<file path="src/rtl/banco_registradores.sv">
// banco_registradores: DEPTH x WIDTH register file, 2 async reads, byte-enabled write, sequential bulk clear.
// Define BANCO_BYPASS_EN to forward a qualifying write to the read ports in the same cycle.
module banco_registradores #(
  parameter int WIDTH    = 32,
  parameter int DEPTH    = 32,
  parameter int ADDR_W   = 5,
  parameter int ZERO_REG = 1
) (
  input  logic                 clk,
  input  logic                 reset,
  input  logic                 RegWrite,
  input  logic [ADDR_W-1:0]    WriteAddr,
  input  logic [WIDTH-1:0]     WriteData,
  input  logic [WIDTH/8-1:0]   ByteEn,
  input  logic [ADDR_W-1:0]    ReadAddr1,
  input  logic [ADDR_W-1:0]    ReadAddr2,
  output logic [WIDTH-1:0]     ReadData1,
  output logic [WIDTH-1:0]     ReadData2,
  input  logic                 Clear,
  output logic                 Busy,
  output logic                 ClearDone
);
  localparam logic IDLE  = 1'b0;
  localparam logic SWEEP = 1'b1;
  localparam logic [ADDR_W:0] DEPTH_C = (ADDR_W+1)'(DEPTH);
  localparam logic [ADDR_W:0] LAST_C  = (ADDR_W+1)'(DEPTH-1);
  logic [WIDTH-1:0] mem [DEPTH];
  logic             state;
  logic [ADDR_W:0]  cnt;
  logic             done;
  logic             write_ok;
  assign Busy      = state == SWEEP;
  assign ClearDone = done;
  assign write_ok  = RegWrite && !Busy && !Clear && ({1'b0, WriteAddr} < DEPTH_C)
                     && !(ZERO_REG != 0 && WriteAddr == '0);
`ifdef BANCO_BYPASS_EN
  logic [WIDTH-1:0] wmask;
  always_comb begin
    wmask = '0;
    for (int i = 0; i < WIDTH/8; i++) wmask[8*i +: 8] = {8{ByteEn[i]}};
  end
`endif
  function automatic logic [WIDTH-1:0] rd(input logic [ADDR_W-1:0] a);
    logic [WIDTH-1:0] v;
    v = mem[a];
`ifdef BANCO_BYPASS_EN
    if (write_ok && a == WriteAddr) v = (v & ~wmask) | (WriteData & wmask);
`endif
    return ({1'b0, a} >= DEPTH_C || (ZERO_REG != 0 && a == '0)) ? '0 : v;
  endfunction
  assign ReadData1 = rd(ReadAddr1);
  assign ReadData2 = rd(ReadAddr2);
  always_ff @(posedge clk) begin
    if (!reset) begin
      for (int i = 0; i < DEPTH; i++) mem[i] <= '0;
      state <= IDLE;
      cnt   <= '0;
      done  <= 1'b0;
    end else begin
      done <= state == SWEEP && cnt == LAST_C;
      if (state == IDLE) begin
        if (Clear) begin
          state <= SWEEP;
          cnt   <= '0;
        end else if (write_ok) begin
          for (int i = 0; i < WIDTH/8; i++)
            if (ByteEn[i]) mem[WriteAddr][8*i +: 8] <= WriteData[8*i +: 8];
        end
      end else begin
        // one entry per edge; the final entry returns the engine to idle
        mem[cnt[ADDR_W-1:0]] <= '0;
        cnt <= cnt + 1'b1;
        if (cnt == LAST_C) state <= IDLE;
      end
    end
  end
endmodule

</file>
<file path="config.mk">
export PLATFORM = sky130hd
export DESIGN_NAME = banco_registradores
export DESIGN_NICKNAME = d
export VERILOG_FILES = /design/src/rtl/banco_registradores.sv
export SDC_FILE = /design/constraint.sdc
export NUM_CORES = 2
export LEC_CHECK = 0
export BUFFER_PORTS_ARGS = -buffer_cell sky130_fd_sc_hd__buf_2
export CAP_MARGIN = 25
export CELL_PAD_IN_SITES_DETAIL_PLACEMENT = 0
export CELL_PAD_IN_SITES_GLOBAL_PLACEMENT = 1
export CORE_ASPECT_RATIO = 1.2
export CORE_MARGIN = 8
export CORE_UTILIZATION = 55
export DETAILED_ROUTE_END_ITERATION = 7
export GPL_TIMING_DRIVEN = 0
export PLACE_DENSITY_LB_ADDON = 0.3
export SYNTH_ARGS = -nofsm -noshare
export SYNTH_HDL_FRONTEND = slang
export SYNTH_SLANG_ARGS = --single-unit
export TNS_END_PERCENT = 50
</file>
<file path="constraint.sdc">
create_clock -name clk -period 8.8 [get_ports clk]
set_clock_uncertainty 0.1 [all_clocks]
set_input_delay 2.2 -clock clk [delete_from_list [all_inputs] [get_ports clk]]
set_output_delay 2.2 -clock clk [all_outputs]
set_load 0.05 [all_outputs]
</file>
* Word-level counts from Yosys, hierarchy flattened *
Memories as Yosys holds them, arrays and structs flattened.
Cells that the tools add are included.

word-level totals
  logic and storage cells = 60
  flip-flop bits (word level) = 8
  output and inout port bits = 66
  bits in writable memories = 1024
  bits of input ports = 55
  memories kept = 1

operators by class
  eq/ne operators = 1
  mux-type cells = 41
  add/sub/neg operators = 1
  reduce and logical (&&, ||, !) cells = 13

memories
  memory  words  bits a word  rd ports  clocked after Yosys merged registers in  write ports  RTL line  source
  mem     32     32           2         0                                        32           27        logic [WIDTH-1:0] mem [DEPTH];

operators with widths
  kind                   count
  $mux W32               4
  $reduce_or A32 Y1      2
  $mux W1                31
  $logic_not A5 Y1       3
  $mux W6                2
  $mux W5                2
  $mux W4                2
  $add A6 B1 Y6 const B  1
  $eq A6 B5 Y1 const B   1
  $logic_and A1 B1 Y1    4
  $logic_not A1 Y1       3
  $reduce_bool A2 Y1     1

* Depth between registers and ports, before layout *
  depth in word-level cells = 12
  gate-level depth with buffers = 8
  gate-level depth less buffers = 5

* Least setup slack after synthesis *
No wires, ideal clock.

  path type = in2out
  start point = input port ReadAddr2[1]
  end point = output port ReadData2[29]
  stages = 7
  data required time = 6500 ps
  arrival time = 4708 ps
  path buffers = 3
  slack = 1792 ps
  path through = buf_2 -> buf_2 -> nor2_1 -> clkbuf_1 -> a221oi_1 -> o21ai_0 -> a311oi_1

on the way
  cells in the longest elaborated chain, start to end = 2
  elaborated cells between the ends (all ways) = 3
  those cells by class = mux (1); reduce/logical (1); memory (1)

RTL lines
  what                                                 RTL line  source
  start, declared                                      16        input logic [ADDR_W-1:0] ReadAddr2,
  $mem_v2 Z32 W32 or $logic_not A5 Y1 (tied branches)  --
  $mux W32 (*)                                         49        return ({1'b0, a} >= DEPTH_C || (ZERO_REG != 0 && a == '0)) ? '0 : v;
  end, declared                                        18        output logic [WIDTH-1:0] ReadData2,

Every way passes the cells marked *; elsewhere a longest branch is shown, timed or not.

* Final worst setup path *
  start point = input port ReadAddr1[0]
  end point = output port ReadData1[12]

on the way
  cells in the longest elaborated chain, start to end = 2
  elaborated cells between the ends (all ways) = 3
  those cells by class = mux (1); reduce/logical (1); memory (1)

RTL lines
  what                                                 RTL line  source
  start, declared                                      15        input logic [ADDR_W-1:0] ReadAddr1,
  $mem_v2 Z32 W32 or $logic_not A5 Y1 (tied branches)  --
  $mux W32 (*)                                         49
  end, declared                                        17        output logic [WIDTH-1:0] ReadData1,

Marks and branches as above.

==> results by stage <==
Floorplanning:
- The initial core utilization is 55.3%.
- The count of boundary I/O pins is 121.
- In this run the core area contains 125 standard-cell rows.
- The height of the die is 357 µm.
- The floorplan step defined a die boundary enclosing 107000 µm².
- The area of the core is 96500 µm².
- The floorplan step set the die width to 300 µm.

Finish:
- In the final layout, the share of cells above drive strength 1 is 24.8%.
- The post-synthesis to final-layout area growth is 13.5%.
- Once layout is done, the placed cells without fillers occupy 60500 µm².
- The number of nets in the final layout is 4318.

Logic synthesis:
- The post-synthesis cell area is 53300 µm².
- The most common cell in the synthesized netlist is sky130_fd_sc_hd__edfxtp_1.
- The synthesized netlist devotes 0% of its cell area to XOR and XNOR gates.
- The post-synthesis cell type count is 50.
- Of all cell types, the one taking the most synthesized area is sky130_fd_sc_hd__edfxtp_1.
- Counting instances in the post-synthesis netlist gives the leading cell types as sky130_fd_sc_hd__edfxtp_1, sky130_fd_sc_hd__nor2_1, sky130_fd_sc_hd__mux4_2.
- Of the total synthesized cell area, the portion taken by AND, OR, NAND and NOR gates is 9.17%.
- The part of the Yosys area used for sequential elements is 57.9%.
- The number of synthesis warnings is 0.
- After synthesis, the largest family of logic cells by area is multiplexers.
- Summing the areas of all fa, ha and maj instances in the mapped netlist gives 0.0235% of the synthesized area.
- In the synthesized netlist, mux cells make up 22.8% of the area.
- A synthesized cell averages 13.8 µm².
- The count of flip-flops with a built-in enable after synthesis is 1024.
- The share of async-settable or async-resettable flops after synthesis is 0%.
- Summing the areas of all compound-gate instances in the mapped netlist gives 6.70% of the synthesized area.
- Summed over its instances, the top area cell type makes up 57.6% of the synthesized netlist area.
- In the synthesized netlist, the number of instances is 3855.
- The flip-flop and latch count after synthesis is 1032.
- The flip-flop cell with the highest count after synthesis is sky130_fd_sc_hd__edfxtp_1.
- By area the synthesized netlist is led by sky130_fd_sc_hd__edfxtp_1, sky130_fd_sc_hd__mux4_2, sky130_fd_sc_hd__nor2_1.

GRT:
- For this run, the total global-route usage over all layers was measured as 42.4%.
- The first global-routing pass estimated 311000 µm of wire.
- The initial antenna violation count is 9.
- The via count of the first global-routing pass is 40241.
- The overall overflow remaining after global route is 0.
- The maximum number of pins on one net before global-route repair is 16.

Clock network:
- The tree is rooted in a sky130_fd_sc_hd__clkbuf_16.
- The clock tree from TritonCTS is done.
- The clock insertion delay at the later pin of the skew report is 720 ps.
- The H-tree was split into 3 levels.
- The total clock sinks is 1032.
- The post-CTS clock slew at the launch and capture registers of the worst setup and hold paths is 60 ps.
- The clock passes through at most 3 buffers.
- The buffer count from post-CTS setup fixing is 0.
- The number of clock buffers added by TritonCTS is 103.

Worst setup path:
- STA classifies the critical path startpoint as a primary input.
- Counting both buffers and inverters, the worst setup path holds a total of 4.
- The capturing element type of the critical path is an output port.
- For the worst setup path, the data arrival time is 6850 ps.
- The slowest stage of the critical path belongs to the cell sky130_fd_sc_hd__a311oi_1.
- The critical path is of the primary input to output port type.
- The critical path required time is 6500 ps.
- The family with the most delay on the worst path is buffers and inverters.
- Walking the worst path, the cells encountered are clkbuf_1 -> buf_2 -> nor2_1 -> clkbuf_1 -> a221oi_1 -> o21ai_0 -> a311oi_1 -> buf_2.
- The delay of the slowest critical-path stage is 1070 ps.
- In this run the worst path has a maximum fanout of 10.

Drt:
- The number of nets still failing antenna checks after routing is 0.
- The DRC violations left is 39.
- The detailed router's first-iteration violation count is 7877.
- The first detailed-routing pass took 8 iterations.
- In the final routed layout, each cell accounts on average for 40.9 µm.
- The via density per instance is 7.34.
- The total number of vias is 41323.
- Summed over all layers, the routed wires come to 230000 µm.

Placed design:
- The placed instance area is 56800 µm².
- The placed wire-length estimate after detailed placement is 171000 µm.
- The routability-driven placement congestion ratio is 1.01.
- Buffers placed on the I/O ports in this run total 111.
- The worst setup slack before clock tree synthesis is 187 ps.

Worst hold path:
- The class of the tightest hold or removal check is flop to flop.

STA:
- The worst relative slew slack is 16.0%.
- The number of max-slew violations in the final report is 0.
- Setup repair after global routing left no endpoint under its margin.
- The worst slack on hold paths is 499 ps.
- The transition time at the pin with the least slew margin is 1250 ps.
- The hold violation total from the final report is 0.
- The portion of the clock cycle consumed by the worst path in the final layout is 104%.
- The routed design could run at a clock period as short as 9150 ps.
- Across all setup checks in the final design, the least slack found is -346 ps.
- The final setup violation count is 15.
- The timing-limited maximum frequency is 109 MHz.

Run status:
- The final reports fail on design-rule violations, negative setup slack.
- The flow ran to the end, but the final reports show violations.

Run:
- The tool flagged a number of max-cap violations equal to 0.

Pwr:
- The worst ir drop on vdd is 194 µV.
- The power consumption is 12000 µW.
- The reported leakage power is 0.0200 µW.
- Dividing total power by cell area gives a power density of 198 nW/µm².
## area by class of cell
type | instances | area [µm²]
fillers | 7320 | 36000
flip-flops and latches | 1032 | 30900
multi-input cells | 2418 | 20800
clock buffers | 116 | 2650
repair buffers | 271 | 1970
plain buffers | 428 | 1760
well taps | 1270 | 1590
clock inverters | 76 | 815
inverters | 8 | 30.0
diodes | 10 | 25.0
## cell families after synthesis
kind of cell	after synthesis
compound gates	525
fa+ha+maj	1
buf+inv	436
flops	1032
mux	646
other cells	1
simple gates	1214
## state kept, by name, indices dropped and copies added (netlist names)
register	flops
mem	1024
cnt	6
Busy	1
ClearDone	1
## cell usage in the layout (no fill, tap or decap), drive strengths merged, types with 8 or more instances in the layout
master,Yosys,final
a22oi,64,64
nor2b,73,73
clkbuf,313,433
o21ai,247,247
conb,1,32
clkinvlp,0,10
a211oi,69,69
edfxtp,1024,1024
diode,0,10
nand2,85,85
a221oi,45,45
o2111ai,19,19
a311oi,64,64
mux4,448,448
clkinv,1,46
inv,7,13
mux2i,133,133
nand3,26,26
dfxtp,8,8
nor2,1000,1000
buf,115,381
bufinv,0,15
mux2,65,65
## metal layers
metal | wire length [µm] | vias up | global-route usage [%] | part of all wire [%]
li1 | - | 15677 | - | -
met1 | 71100 | 20319 | 49.3 | 31
met2 | 97300 | 4261 | 60.9 | 42
met3 | 36000 | 1060 | 16.3 | 16
met4 | 25900 | 6 | 37.3 | 11
met5 | 90 | - | 0.503 | 0.039
## tightest hold or removal path, stage by stage, from the launching register on
cell	delay (ps)
sky130_fd_sc_hd__dfxtp_1	330
sky130_fd_sc_hd__mux2i_1	110
sky130_fd_sc_hd__and2_1	130
## path summary, 6_finish.rpt
kind | cells past startpoint | to | from | slack [ps]
hold / removal | 2 | cnt[5]$_SDFFE_PN0P_ | cnt[5]$_SDFFE_PN0P_ | 500
setup reg to reg | 6 | mem[9][26]$_SDFFCE_PN0P_ | Busy$_SDFF_PN0_ | 4830
hold reg to reg | 2 | cnt[5]$_SDFFE_PN0P_ | cnt[5]$_SDFFE_PN0P_ | 500
setup / recovery | 8 | ReadData1[12] | ReadAddr1[0] | -350
## metrics by stage
| stage | util, % | TNS (ps) | std cells |
|---|---|---|---|
| final | 62.7 | -1910 | 5629 |
| after global routing | 62.7 | 0 | 5619 |
| after CTS | 62.4 | 0 | 5597 |
| after detailed placement | 58.8 | 0 | 5405 |
| after global placement | 57.6 | -311 | 5267 |
| after floorplan | - | 0 | 3886 |
## power breakdown
part | internal, µW | switching (µW) | total (µW)
Combinational | 526 | 1130 | 1650
Clock | 2610 | 2040 | 4650
Sequential | 5570 | 92.1 | 5660
## timing repair
action	in CTS	in global routing
setup endpoints to repair	0	3
resized for setup	0	4
hold buffers	0	0
Power figures use the tool's default switching activity.
